`src/rtl/pm_entry_pkg.sv`:
```
// Shared encodings for the PM entry controller: link state request/status
// codes and the handshake FSM state enum.
package pm_entry_pkg;

  // Adapter state request / link status encodings (4-bit native form).
  localparam logic [3:0] ST_RESET  = 4'b0000;
  localparam logic [3:0] ST_ACTIVE = 4'b0001;
  localparam logic [3:0] ST_L1     = 4'b0100;
  localparam logic [3:0] ST_L2     = 4'b1000;

  typedef enum logic [2:0] {
    S_IDLE,
    S_ACTIVE,
    S_STALL,
    S_SB_REQ,
    S_WAIT_RSP,
    S_PM,
    S_NAK
  } pm_state_e;

endpackage

```
`src/rtl/pm_timeout_counter.sv`:
```
// Response wait timer: cleared before a wait starts, counts enabled cycles
// and flags the last permitted cycle so the FSM can give up on the peer.
module pm_timeout_counter #(
  parameter int TIMEOUT_CYCLES = 16
) (
  input  logic i_clk,
  input  logic i_rst,
  input  logic clear,
  input  logic enable,
  output logic expired
);

  localparam int CNT_W = (TIMEOUT_CYCLES > 1) ? $clog2(TIMEOUT_CYCLES) : 1;
  localparam logic [CNT_W-1:0] LAST = CNT_W'(TIMEOUT_CYCLES - 1);

  logic [CNT_W-1:0] cnt;

  // Count up while enabled, saturating on the last cycle of the window.
  always_ff @(posedge i_clk or posedge i_rst) begin
    if (i_rst) begin
      cnt <= '0;
    end else if (clear) begin
      cnt <= '0;
    end else if (enable && !expired) begin
      cnt <= cnt + CNT_W'(1);
    end
  end

  assign expired = (cnt == LAST);

endmodule

```
`src/rtl/pm_entry_ctrl.sv`:
```
// PM entry controller: moves the link from ACTIVE into L1/L2 by stalling
// the adapter, sending one sideband PM request and waiting for the peer's
// accept/reject, falling back to NAK on reject or on response timeout.
module pm_entry_ctrl #(
  parameter int TIMEOUT_CYCLES = 16,
  parameter int STS_WIDTH      = 4
) (
  input  logic                 i_clk,
  input  logic                 i_rst,
  input  logic [STS_WIDTH-1:0] i_lp_state_req,
  input  logic                 i_lp_stallack,
  input  logic                 i_sb_pm_rsp_valid,
  input  logic                 i_sb_pm_rsp_ack,
  output logic                 o_pl_stallreq,
  output logic                 o_sb_pm_req_valid,
  output logic [STS_WIDTH-1:0] o_sb_pm_req_state,
  output logic [STS_WIDTH-1:0] o_pl_state_sts,
  output logic                 o_pl_nak
);

  import pm_entry_pkg::*;

  localparam logic [STS_WIDTH-1:0] REQ_RESET  = STS_WIDTH'(ST_RESET);
  localparam logic [STS_WIDTH-1:0] REQ_ACTIVE = STS_WIDTH'(ST_ACTIVE);
  localparam logic [STS_WIDTH-1:0] REQ_L1     = STS_WIDTH'(ST_L1);
  localparam logic [STS_WIDTH-1:0] REQ_L2     = STS_WIDTH'(ST_L2);

  pm_state_e            state;
  logic [STS_WIDTH-1:0] target;
  logic                 timer_expired;

  // Timer is zeroed while the request strobe is out, so it reads 0 on the
  // first WAIT_RSP cycle and advances once per cycle without a response.
  pm_timeout_counter #(
    .TIMEOUT_CYCLES(TIMEOUT_CYCLES)
  ) u_timer (
    .i_clk  (i_clk),
    .i_rst  (i_rst),
    .clear  (state == S_SB_REQ),
    .enable (state == S_WAIT_RSP),
    .expired(timer_expired)
  );

  // Handshake FSM; every output is computed alongside the next state so
  // it is a flop and changes on the same edge as the state it belongs to.
  always_ff @(posedge i_clk or posedge i_rst) begin
    // NOTE: async reset clears state and outputs at once, so a handshake in
    // flight is dropped without waiting for a clock edge.
    if (i_rst) begin
      state             <= S_IDLE;
      target            <= '0;
      o_pl_stallreq     <= 1'b0;
      o_sb_pm_req_valid <= 1'b0;
      o_sb_pm_req_state <= '0;
      o_pl_state_sts    <= '0;
      o_pl_nak          <= 1'b0;
    end else begin
      // NOTE: non-blocking defaults here are overridden by later assignments
      // in the same block; this keeps the request strobe one cycle wide.
      o_sb_pm_req_valid <= 1'b0;
      if (state != S_IDLE && i_lp_state_req == REQ_RESET) begin
        state             <= S_IDLE;
        target            <= '0;
        o_pl_stallreq     <= 1'b0;
        o_sb_pm_req_state <= '0;
        o_pl_state_sts    <= '0;
        o_pl_nak          <= 1'b0;
      end else begin
        case (state)
          S_IDLE: begin
            if (i_lp_state_req == REQ_ACTIVE) begin
              state          <= S_ACTIVE;
              o_pl_state_sts <= REQ_ACTIVE;
            end
          end
          S_ACTIVE: begin
            if (i_lp_state_req == REQ_L1 || i_lp_state_req == REQ_L2) begin
              state         <= S_STALL;
              target        <= i_lp_state_req;
              o_pl_stallreq <= 1'b1;
            end
          end
          S_STALL: begin
            if (i_lp_stallack) begin
              state             <= S_SB_REQ;
              o_sb_pm_req_valid <= 1'b1;
              o_sb_pm_req_state <= target;
            end else if (i_lp_state_req == REQ_ACTIVE) begin
              state         <= S_ACTIVE;
              o_pl_stallreq <= 1'b0;
            end
          end
          S_SB_REQ: begin
            state <= S_WAIT_RSP;
          end
          S_WAIT_RSP: begin
            // A response wins over an expiry landing on the same cycle.
            if (i_sb_pm_rsp_valid && i_sb_pm_rsp_ack) begin
              state          <= S_PM;
              o_pl_state_sts <= target;
            end else if (i_sb_pm_rsp_valid || timer_expired) begin
              state         <= S_NAK;
              o_pl_nak      <= 1'b1;
              o_pl_stallreq <= 1'b0;
            end
          end
          S_PM: begin
            if (i_lp_state_req == REQ_ACTIVE) begin
              state          <= S_ACTIVE;
              o_pl_stallreq  <= 1'b0;
              o_pl_state_sts <= REQ_ACTIVE;
            end
          end
          S_NAK: begin
            if (!i_lp_stallack && i_lp_state_req == REQ_ACTIVE) begin
              state    <= S_ACTIVE;
              o_pl_nak <= 1'b0;
            end
          end
          default: state <= S_IDLE;
        endcase
      end
    end
  end

endmodule
```
`config.mk`:
```
export PLATFORM = sky130hd
export DESIGN_NAME = pm_entry_ctrl
export DESIGN_NICKNAME = d
export VERILOG_FILES = /design/src/rtl/pm_entry_pkg.sv /design/src/rtl/pm_timeout_counter.sv /design/src/rtl/pm_entry_ctrl.sv
export SDC_FILE = /design/constraint.sdc
export NUM_CORES = 1
export LEC_CHECK = 0
export BUFFER_PORTS_ARGS = -buffer_cell sky130_fd_sc_hd__buf_2
export CORE_ASPECT_RATIO = 0.5
export CORE_MARGIN = 5
export CORE_UTILIZATION = 35
export DETAILED_ROUTE_END_ITERATION = 6
export PLACE_DENSITY_LB_ADDON = 0.25
export SYNTH_ARGS = -nofsm -noshare
export SYNTH_HDL_FRONTEND = slang
export SYNTH_SLANG_ARGS = --single-unit
```
`constraint.sdc`:
```
create_clock -name i_clk -period 5.4 [get_ports i_clk]
set_clock_uncertainty 0.15 [all_clocks]
set_input_delay 0.54 -clock i_clk [delete_from_list [all_inputs] [get_ports i_clk]]
set_output_delay 0.54 -clock i_clk [all_outputs]
set_load 0.02 [all_outputs]
```
==> results.md, run 1 <==
* Total number of vias at 1,046
* Register area share after synthesis at 44.9%
* XOR/XNOR Fraction of Synth Area at less than 1%
* Clock Sinks at 22
* Main combinational cell family by area after synthesis: compound AO/OA/AOI/OAI gates
* Outcome: finished, final reports clean
* Clock tree from TritonCTS: yes
* CP arrival at ~2.3 ns
* Slew Limit Headroom at roughly 45%
* Minimum clock period at 2.25 ns
* Syn Std Cell Area at roughly 1200 um2
* Netlist cell types at 39
* Net Count, Synth at ~140
* Share of cells above drive strength 1 at ~22%
* Avg WL per Cell at 13.9 um
* Top-level I/O count at 20
* Largest net degree at the start of global routing at 23
* Initial antenna violation count at 0
* Proportion of synthesized area in mux cells at just under 7%
* Critical R2R Capture: o_pl_state_sts[0]
* DIE AREA at 4850 um2
* RSZ-0062 raised after global routing: no
* YS warnings at 0
* Post-Syn Instances at ~130
* Bufs on Longest Clock Path at 2
* Post-CTS sizing at 0
* Vias in the first global route at 1,001
* Initial core utilization at 36.1%
* Site Rows at 15
* GP Congestion at roughly 0.81
* CP Class: flop to flop
* VDD IR-drop max at between 0.2 and 0.25 mV
* Post-CTS Hold Buffers at 0
* Synth Area in Adders at 1.02%
* Port-buffer cells at 19
* Top cell type's share of synthesized area at 44.9%
* Area occupied by multi-input gates at around 630 um2
* Synth area leaders: dfrtp_1 (45%), a21oi_1 (6.1%), mux2i_1 (4.1%), nand2_1 (4.0%), nor2_1 (4.0%)
* RR Startpoint: state[2]
* Power Density at 521 nW/um2
* Total CTS buffers at 3
* Synth Area in Simple Gates at about a fifth
* DRC viols at 0
* Final period utilization at a little over two fifths
* Average cell area after synthesis at a little over 9 um2
* Final Routed Wirelength at 2.76 mm
* Fin. Hold Viols at 0
* DRT iter0 DRCs at around 110
* Endpoints failing setup at 0
* Clk_lat worst skew at 0.26 ns
* CP Capture Type: flop
* Fillers at approximately 350
* DPL Wire Length at ~2.0 mm
* Drt via density at between 5 and 6
* Die width at approximately 94 um
* Register area at between 500 and 600 um2
* Root Buffer: clkbuf_8
* Max-cap violation count at 0
* Yosys reg bits at 22
* Critical Path RT at ~5.4 ns
* First-pass GRT wire length at between 4 and 5 mm
* H-tree Lvls at 1
* Commonest non-fill, non-tap cell in the layout: dfrtp_1
* Min-Delay Path Class: primary input to asynchronous set/reset pin
* Maximum clock rate at around 440 MHz
* Commonest non-fill, non-tap cells in the layout: dfrtp_1 (22), buf_2 (19), a21oi_1 (15)
* Area leader, netlist: dfrtp_1
* Tot GR Track Use at 11.9%
* CORE AREA at approximately 3400 um2
* Leakage at ~0.64 nW
* Pre-antenna DRT Iters at 4
* Slew Limit Fails at 0
* Grt total ovfl at 0
* Detail Route Antenna Nets at 0
* Worst-Margin Slew at between 0.8 and 0.9 ns
* Ant diodes at 0
* Die Span Y at 51.8 um
* Area grow syn2layout at 16.8%
* Path depth of the worst reg2reg path at 4
* Setup TNS at 0 ns
* CP max FO at 16
* Register-to-register setup slack at around 3.2 ns
* Total setup buffers inserted after CTS at 0
* Final net count at 159
* Clk pin slew, worst setup/hold paths at around 0.080 ns
* Synth Area in Compound Gates at 22.4%
* Final core area utilization at between 40% and 50%
* CP startpoint kind: flop
[cells by family after synthesis]
group / count (synthesis)
AND/OR/NAND/NOR: 50
AO/OA/AOI/OAI: 39
flip-flops: 22
buffers and inverters: 10
multiplexers: 8
XOR/XNOR: 1
adder cells (fa/ha/maj): 1
[power breakdown]
part | switching, W | total (W) | leakage, nW | internal, W
registers | 0.0000769 | 0.000296 | 0.288 | 0.000219
logic | 0.000171 | 0.000295 | 0.320 | 0.000124
clock network | 0.0000547 | 0.000154 | 0.0357 | 0.0000990
[worst max-delay path, cell delays in order, from the launching register on]
cell and delay, ns:
dfrtp_1 0.68, nor3_1 0.24, a211o_1 0.34, a32oi_1 0.35, mux2_2 0.38
[cell usage after synthesis (all sizes together)]
cell type	count
dfrtp	22
a21oi	16
nor2	14
nand2	13
mux2i	5
nor3	5
o21ai	5
inv	4
a22o	3
buf	3
clkbuf	3
mux2	3
nand2b	3
nor4	3
or3	3
a211oi	2
a222oi	2
a311oi	2
and2	2
and3	2
nand3	2
nor2b	2
o31ai	2
a211o	1
a22oi	1
a31o	1
a32oi	1
ha	1
o2111ai	1
o22ai	1
o32a	1
or2	1
xnor2	1
[sequential cells by signal, indices dropped and copies added (netlist names)]
signal             count
o_pl_stallreq          1
o_pl_state_sts         4
target                 4
u_timer.cnt            4
state                  3
o_sb_pm_req_valid      1
o_pl_nak               1
o_sb_pm_req_state      4
[stage by stage]
stage               setup slack [ns]  hold slack [ns]  instances  cell area, um2  total power [W]
floorplan                       3.20            0.330        131            1220         0.000514
global placement                3.10            0.338        195            1360         0.000594
detailed placement              3.09            0.342        195            1360         0.000594
CTS                             3.17            0.317        199            1430         0.000751
global route                    3.06            0.356        199            1430         0.000797
finish                          3.15            0.276        199            1430         0.000745
[final cells by class]
| class | instances | share of cell area (%) |
|---|---|---|
| multi-input combinational | 99 | 44.4 |
| tap | 51 | 4.46 |
| inverter | 4 | 1.05 |
| sequential | 22 | 38.5 |
| timing repair buffer | 19 | 6.65 |
| clock inverter | 1 | 2.10 |
| clock buffer | 3 | 2.89 |
[worst max path at each step]
| stage | start | end | slack (ns) | depth (start not counted) |
|---|---|---|---|---|
| after floorplan | i_lp_state_req[0] | target[2] | 3.20 | 5 |
| after global placement | i_lp_state_req[3] | target[3] | 3.10 | 6 |
| after detailed placement | i_lp_state_req[3] | target[3] | 3.09 | 6 |
| after CTS | state[2] | o_pl_state_sts[0] | 3.17 | 4 |
| after global routing | state[2] | o_pl_state_sts[0] | 3.06 | 4 |
| final | state[2] | o_pl_state_sts[0] | 3.15 | 4 |
[routing by layer]
layer / global-route usage (%) / routed length [um]
met1: 15.1 / 1320
met2: 19.4 / 1290
met3: 3.03 / 132
met4: 5.52 / 19
met5: 0 / 0
Note: power is estimated with default switching activity, not from simulation.
==> run 2, diff against run 1 <==
==> constraint.sdc (replaced) <==
create_clock -name i_clk -period 2.16 [get_ports i_clk]
set_clock_uncertainty 0.15 [all_clocks]
set_input_delay 0.216 -clock i_clk [delete_from_list [all_inputs] [get_ports i_clk]]
set_output_delay 0.216 -clock i_clk [all_outputs]
set_load 0.02 [all_outputs]
==> run 2 against run 1 <==
Non-clock buffer count is 13 higher. Die area did not move. Via count grew 5.3%. Setup slack got worse by 2.9 ns. Critical path depth is 1 higher. Utilization up 2.9 points. Critical endpoint unchanged. Final cell count rose by 6.5%. Clock power increased to 2.5 times the previous value. Worst hold slack worse by 0.21 ns. Sequential power rose by 120%. Sequential cell count unchanged. Global-route usage increased by 1.5 points.
==> results.md, run 2 (same netlist as run 1, synthesis figures left out) <==
* Area grow syn2layout at 24.9% (was 16.8%)
* Leakage at 0.708 nW (was 0.644 nW)
* Worst-Margin Slew at 0.580 ns (was 0.829 ns)
* Root Buffer: clkbuf_8 (unchanged)
* Power Total at 0.00201 W (was 0.000745 W)
* Commonest non-fill, non-tap cells in the layout: dfrtp_1 (22), buf_2 (19), a21oi_1 (15) (unchanged)
* Grt total ovfl at 0 (unchanged)
* Met2 global-route usage at 21.7% (was 19.4%)
* Buffers & Inverters on Critical Path at 0 (unchanged)
* Minimum clock period at 1.93 ns (was 2.25 ns)
* Die Span Y at 51.8 um (unchanged)
* Initial core utilization at 36.1% (unchanged)
* GR Layer Usage met3 at 2.60% (was 3.03%)
* Detail Route Antenna Nets at 0 (unchanged)
* DPL Wire Length at 2.21 mm (was 2.02 mm)
* Busiest grt layer: met2 (unchanged)
* HP Start: i_lp_state_req[2]
* Die width at 93.7 um (unchanged)
* Avg WL per Cell at 13.9 um (about the same)
* Clock Sinks at 22 (unchanged)
* VDD IR-drop max at 0.503 mV (was 0.200 mV)
* Slew Limit Fails at 0 (unchanged)
* Final period utilization at 89.6% (was 41.6%)
* CP Capture Type: flop (unchanged)
* Site Rows at 15 (unchanged)
* Outcome: finished, final reports clean (unchanged)
* Crit path launch: state[1] (was state[2])
* GP Congestion at 0.819 (was 0.813)
* RSZ-0062 raised after global routing: no (unchanged)
* Initial antenna violation count at 0 (unchanged)
* Placed cell count at 207 (was 195)
* Final Routed Wirelength at 2.95 mm (was 2.76 mm)
* Power Density at 1310 nW/um2 (was 521 nW/um2)
* Clock tree from TritonCTS: yes (unchanged)
* Max-cap violation count at 0 (unchanged)
* CP arrival at 1.95 ns (was 2.25 ns)
* CP Class: flop to flop (unchanged)
* Total setup buffers inserted after CTS at 0 (unchanged)
* Endpoints failing setup at 0 (unchanged)
* Top-level I/O count at 20 (unchanged)
* Slowest CP cell: dfrtp_1 (unchanged)
* Drt via density at 5.19 (was 5.26)
* Maximum clock rate at 517 MHz (was 445 MHz)
* Commonest non-fill, non-tap cell in the layout: dfrtp_1 (unchanged)
* DRT iter0 DRCs at 104 (was 109)
* H-tree Lvls at 1 (unchanged)
* Grt met1 use at 18.3% (was 15.1%)
* Ant diodes at 0 (unchanged)
* Port-buffer cells at 19 (unchanged)
* Min-Delay Path Class: primary input to flop (was primary input to asynchronous set/reset pin)
* Clk pin slew, worst setup/hold paths at 0.08 ns (about the same)
* Final hold slack at 0.0653 ns (was 0.276 ns)
* Final net count at 172 (was 159)
* Setup TNS at 0 ns (unchanged)
* CP max FO at 4 (was 16)
* Fin. Hold Viols at 0 (unchanged)
* Fillers at 346 (was 349)
* CORE AREA at 3400 um2 (unchanged)
* RR Startpoint: state[1] (was state[2])
* Post-CTS sizing at 0 (unchanged)
* Tot GR Track Use at 13.5% (was 11.9%)
* Slew Limit Headroom at 61.0% (was 44.6%)
* DIE AREA at 4850 um2 (unchanged)
* Bufs on Longest Clock Path at 2 (unchanged)
* Pre-antenna DRT Iters at 5 (was 4)
* Share of cells above drive strength 1 at 27.3% (was 21.6%)
* Post-Layout Cell Count at 212 (was 199)
* Delay-heaviest family, CP: compound AO/OA/AOI/OAI gates (unchanged)
* First-pass GRT wire length at 5.18 mm (was 4.47 mm)
* Crit-path cells: nand2b_1 > a21oi_1 > a211o_1 > a32oi_1 > mux2_2 (was nor3_1 > a211o_1 > a32oi_1 > mux2_2)
* Vias in the first global route at 1,113 (was 1,001)
* Largest net degree at the start of global routing at 23 (unchanged)
* Total CTS buffers at 3 (unchanged)
* Clk_lat worst skew at 0.27 ns (was 0.26 ns)
* DRC viols at 0 (unchanged)
* Crit-path max cell delay at 0.43 ns (was 0.68 ns)
* Total number of vias at 1,101 (was 1,046)
* CP startpoint kind: flop (unchanged)
* Critical Path RT at 2.17 ns (was 5.41 ns)
[run 2: changes by cell type in the layout (fill, tap and decap cells not counted), sizes merged]
cell         change
buf             +12
dlygate4sd3      +1
[run 2: per-stage QoR]
step	utilization (%)	instance area (um2)	setup WS, ns
after CTS	45.0	1530	0.253
after floorplan	-	1220	0.284
after global routing	45.0	1530	0.112
after global placement	42.7	1450	0.220
final	45.0	1530	0.226
after detailed placement	42.7	1450	0.182
[run 2: path summary, 6_finish.rpt]
kind / endpoint / slack [ns] / cells past startpoint
worst max-delay path: o_pl_state_sts[0] / 0.23 / 5
worst min-delay path: target[2] / 0.07 / 2
worst max register to register: o_pl_state_sts[0] / 0.23 / 5
worst min register to register: o_pl_state_sts[0] / 0.36 / 1
max in group asynchronous: o_pl_stallreq / 1.28 / 4
min in group asynchronous: o_pl_state_sts[3] / 0.36 / 4
[run 2: power breakdown]
| group | internal, W | total (W) | switching, W |
|---|---|---|---|
| combinational | 0.000420 | 0.000956 | 0.000536 |
| sequential | 0.000550 | 0.000663 | 0.000113 |
| clock | 0.000248 | 0.000392 | 0.000144 |
[run 2: routing by layer]
metal,wire (um),vias to the layer above
li1,-,539
met1,1470,525
met2,1370,35
met3,103,2
met4,10,0
met5,0,-
[run 2: layout make-up]
class	instances	area [um2]	area share, %
Clock inverter	1	30.0	1.96
Sequential cell	22	551	36.0
Timing Repair Buffer	32	195	12.8
Tap cell	51	63.8	4.17
Clock buffer	3	41.3	2.70
Inverter	4	15.0	0.981
Multi-Input combinational cell	99	634	41.5
[run 2: repair_timing]
item	in CTS	in global routing
hold endpoints to repair	22	0
setup endpoints to repair	0	0
hold buffers	1	0
==> run 3, diff against run 2 <==
--- a/config.mk
+++ b/config.mk
@@ -10,7 +10,6 @@
 export CORE_MARGIN = 5
 export CORE_UTILIZATION = 35
 export DETAILED_ROUTE_END_ITERATION = 6
-export PLACE_DENSITY_LB_ADDON = 0.25
 export SYNTH_ARGS = -nofsm -noshare
 export SYNTH_HDL_FRONTEND = slang
 export SYNTH_SLANG_ARGS = --single-unit
==> run 3 against run 2 <==
Sequential share of layout area rose by 0.54 points. Routed wire length fell by 3.4%. Utilization fell by 0.66 points. Combinational power fell by 7.6%. Largest cell class unchanged. Via count fell by 1.7%. Die area did not move. Setup slack got worse by 0.024 ns. Critical endpoint is now o_pl_state_sts[2]. First-iteration DRC count fell by 37%. Sequential power rose by 4.4%. Final cell count fell by 1.4%.
==> results.md, run 3 (same netlist as run 1, synthesis figures left out) <==
* Internal power at 0.00119 W (was 0.00122 W)
* Largest net degree at the start of global routing at 23 (unchanged)
* Minimum clock period at 1.96 ns (was 1.93 ns)
* Register area at 551 um2 (unchanged)
* Fin. Hold Viols at 0 (unchanged)
* Total setup buffers inserted after CTS at 0 (unchanged)
* Worst hold path stage count at 2 (unchanged)
* Share of cells above drive strength 1 at 25.9% (was 27.3%)
* Crit-path cells: nand2b_1 > nor2_1 > a32oi_1 > buf_4 > a22o_1 (was nand2b_1 > a21oi_1 > a211o_1 > a32oi_1 > mux2_2)
* Grt total ovfl at 0 (unchanged)
* Crit path depth at 5 (unchanged)
* GP Congestion at 0.845 (was 0.819)
* Pre-antenna DRT Iters at 4 (was 5)
* RR Startpoint: state[1] (unchanged)
* Ant diodes at 0 (unchanged)
* Critical Path RT at 2.17 ns (about the same)
* CP Class: flop to flop (unchanged)
* Initial core utilization at 36.1% (unchanged)
* CP max FO at 12 (was 4)
* Buffers & Inverters on Critical Path at 1 (was 0)
* Combinational power share at 44.8% (was 47.5%)
* Worst-Margin Slew at 0.520 ns (was 0.580 ns)
* Total number of vias at 1,082 (was 1,101)
* HP Start: i_lp_state_req[2] (unchanged)
* Tot GR Track Use at 13.3% (was 13.5%)
* Sw Ratio at 39.7% (was 39.4%)
* Drt via density at 5.18 (was 5.19)
* Outcome: finished, final reports clean (unchanged)
* Top-level I/O count at 20 (unchanged)
* Worst setup margin at 0.201 ns (was 0.226 ns)
* Area occupied by multi-input gates at 634 um2 (unchanged)
* NetSw at 0.000781 W (was 0.000793 W)
* Port-buffer cells at 19 (unchanged)
* Power Density at 1310 nW/um2 (about the same)
* Fillers at 347 (was 346)
* Avg WL per Cell at 13.6 um (was 13.9 um)
* Final hold slack at 0.0623 ns (was 0.0653 ns)
* CP arrival at 1.97 ns (was 1.95 ns)
* DIE AREA at 4850 um2 (unchanged)
* Site Rows at 15 (unchanged)
* Total CTS buffers at 3 (unchanged)
* Commonest non-fill, non-tap cells in the layout: dfrtp_1 (22), buf_2 (19), a21oi_1 (15) (unchanged)
* Crit-path max cell delay at 0.51 ns (was 0.43 ns)
* Area grow syn2layout at 23.1% (was 24.9%)
* CORE AREA at 3400 um2 (unchanged)
* CP startpoint kind: flop (unchanged)
* Slowest CP cell: dfrtp_1 (unchanged)
* DRC viols at 0 (unchanged)
* Leakage at 0.692 nW (was 0.708 nW)
* Slew Limit Headroom at 65.0% (was 61.0%)
* Clk_lat worst skew at 0.27 ns (about the same)
* Path depth of the worst reg2reg path at 5 (unchanged)
* Reg power frac at 35.1% (was 33.0%)
* Power Total at 0.00197 W (was 0.00201 W)
* Placed cell count at 204 (was 207)
* Initial antenna violation count at 0 (unchanged)
* Root Buffer: clkbuf_8 (unchanged)
* DPL Wire Length at 2.16 mm (was 2.21 mm)
* First-pass GRT wire length at 5.04 mm (was 5.18 mm)
* Die Span Y at 51.8 um (unchanged)
* CP Capture Type: flop (unchanged)
* H-tree Lvls at 1 (unchanged)
* Crit path launch: state[1] (unchanged)
* Clock Sinks at 22 (unchanged)
* Die width at 93.7 um (unchanged)
* Slew Limit Fails at 0 (unchanged)
* Setup TNS at 0 ns (unchanged)
* Bufs on Longest Clock Path at 2 (unchanged)
* Clock power frac at 20.0% (was 19.5%)
* RSZ-0062 raised after global routing: no (unchanged)
* Final period utilization at 90.7% (was 89.6%)
* Final net count at 169 (was 172)
* Delay-heaviest family, CP: simple AND/OR/NAND/NOR gates (was compound AO/OA/AOI/OAI gates)
* Maximum clock rate at 511 MHz (was 517 MHz)
* DRT iter0 DRCs at 66 (was 104)
* Post-Layout Cell Count at 209 (was 212)
* Final Routed Wirelength at 2.85 mm (was 2.95 mm)
* Max-cap violation count at 0 (unchanged)
* VDD IR-drop max at 0.454 mV (was 0.503 mV)
* Endpoints failing setup at 0 (unchanged)
* Detail Route Antenna Nets at 0 (unchanged)
* Dpl ws at 0.183 ns (was 0.182 ns)
* Min-Delay Path Class: primary input to flop (unchanged)
* Clock tree from TritonCTS: yes (unchanged)
* Vias in the first global route at 1,087 (was 1,113)
* Clk pin slew, worst setup/hold paths at 0.08 ns (about the same)
* Commonest non-fill, non-tap cell in the layout: dfrtp_1 (unchanged)
run 3: cell types whose count changed in the layout (fill, tap and decap cells not counted), sizes merged:
| cell | previous run | this run |
|---|---|---|
| buf | 31 | 28 |
run 3: worst paths after layout:
path	end	slack [ns]
worst max-delay path	o_pl_state_sts[2]	0.20
worst min-delay path	target[2]	0.06
worst max register to register	o_pl_state_sts[2]	0.20
worst min register to register	o_pl_state_sts[1]	0.35
max in group asynchronous	o_sb_pm_req_state[1]	1.28
min in group asynchronous	state[0]	0.36
run 3: area by class of cell:
cell class                      count  share of cell area [%]
Tap cell                           51                    4.23
Sequential cell                    22                    36.5
Timing Repair Buffer               29                    11.5
Inverter                            4                   0.996
Clock inverter                      1                    1.99
Multi-Input combinational cell     99                    42.1
Clock buffer                        3                    2.74
run 3: metrics by stage:
| stage | utilization [%] | cell area, um2 |
|---|---|---|
| after floorplan | - | 1220 |
| after global placement | 42.0 | 1430 |
| after detailed placement | 42.0 | 1430 |
| after CTS | 44.4 | 1510 |
| after global routing | 44.4 | 1510 |
| final | 44.4 | 1510 |
run 3: power by group through the flow:
stage	sequential [W]	clock [W]	combinational [W]
3_3_place_gp	0.000699	0	0.000877
5_1_grt	0.000718	0.000425	0.000989
2_1_floorplan	0.000730	0	0.000554
3_5_place_dp	0.000701	0	0.000882
6_report	0.000692	0.000394	0.000883
4_1_cts	0.000693	0.000405	0.000890
run 3: what timing repair did:
action,4_1_cts,5_1_grt
hold buffers,1,0
hold endpoints to repair,22,0
resized for setup,0,0
run 3: layer usage:
metal / routed length (um) / global-route usage [%]
met5: 0 / 0
met4: 14 / 2.88
met3: 127 / 3.18
met2: 1320 / 22.5
met1: 1390 / 17.4
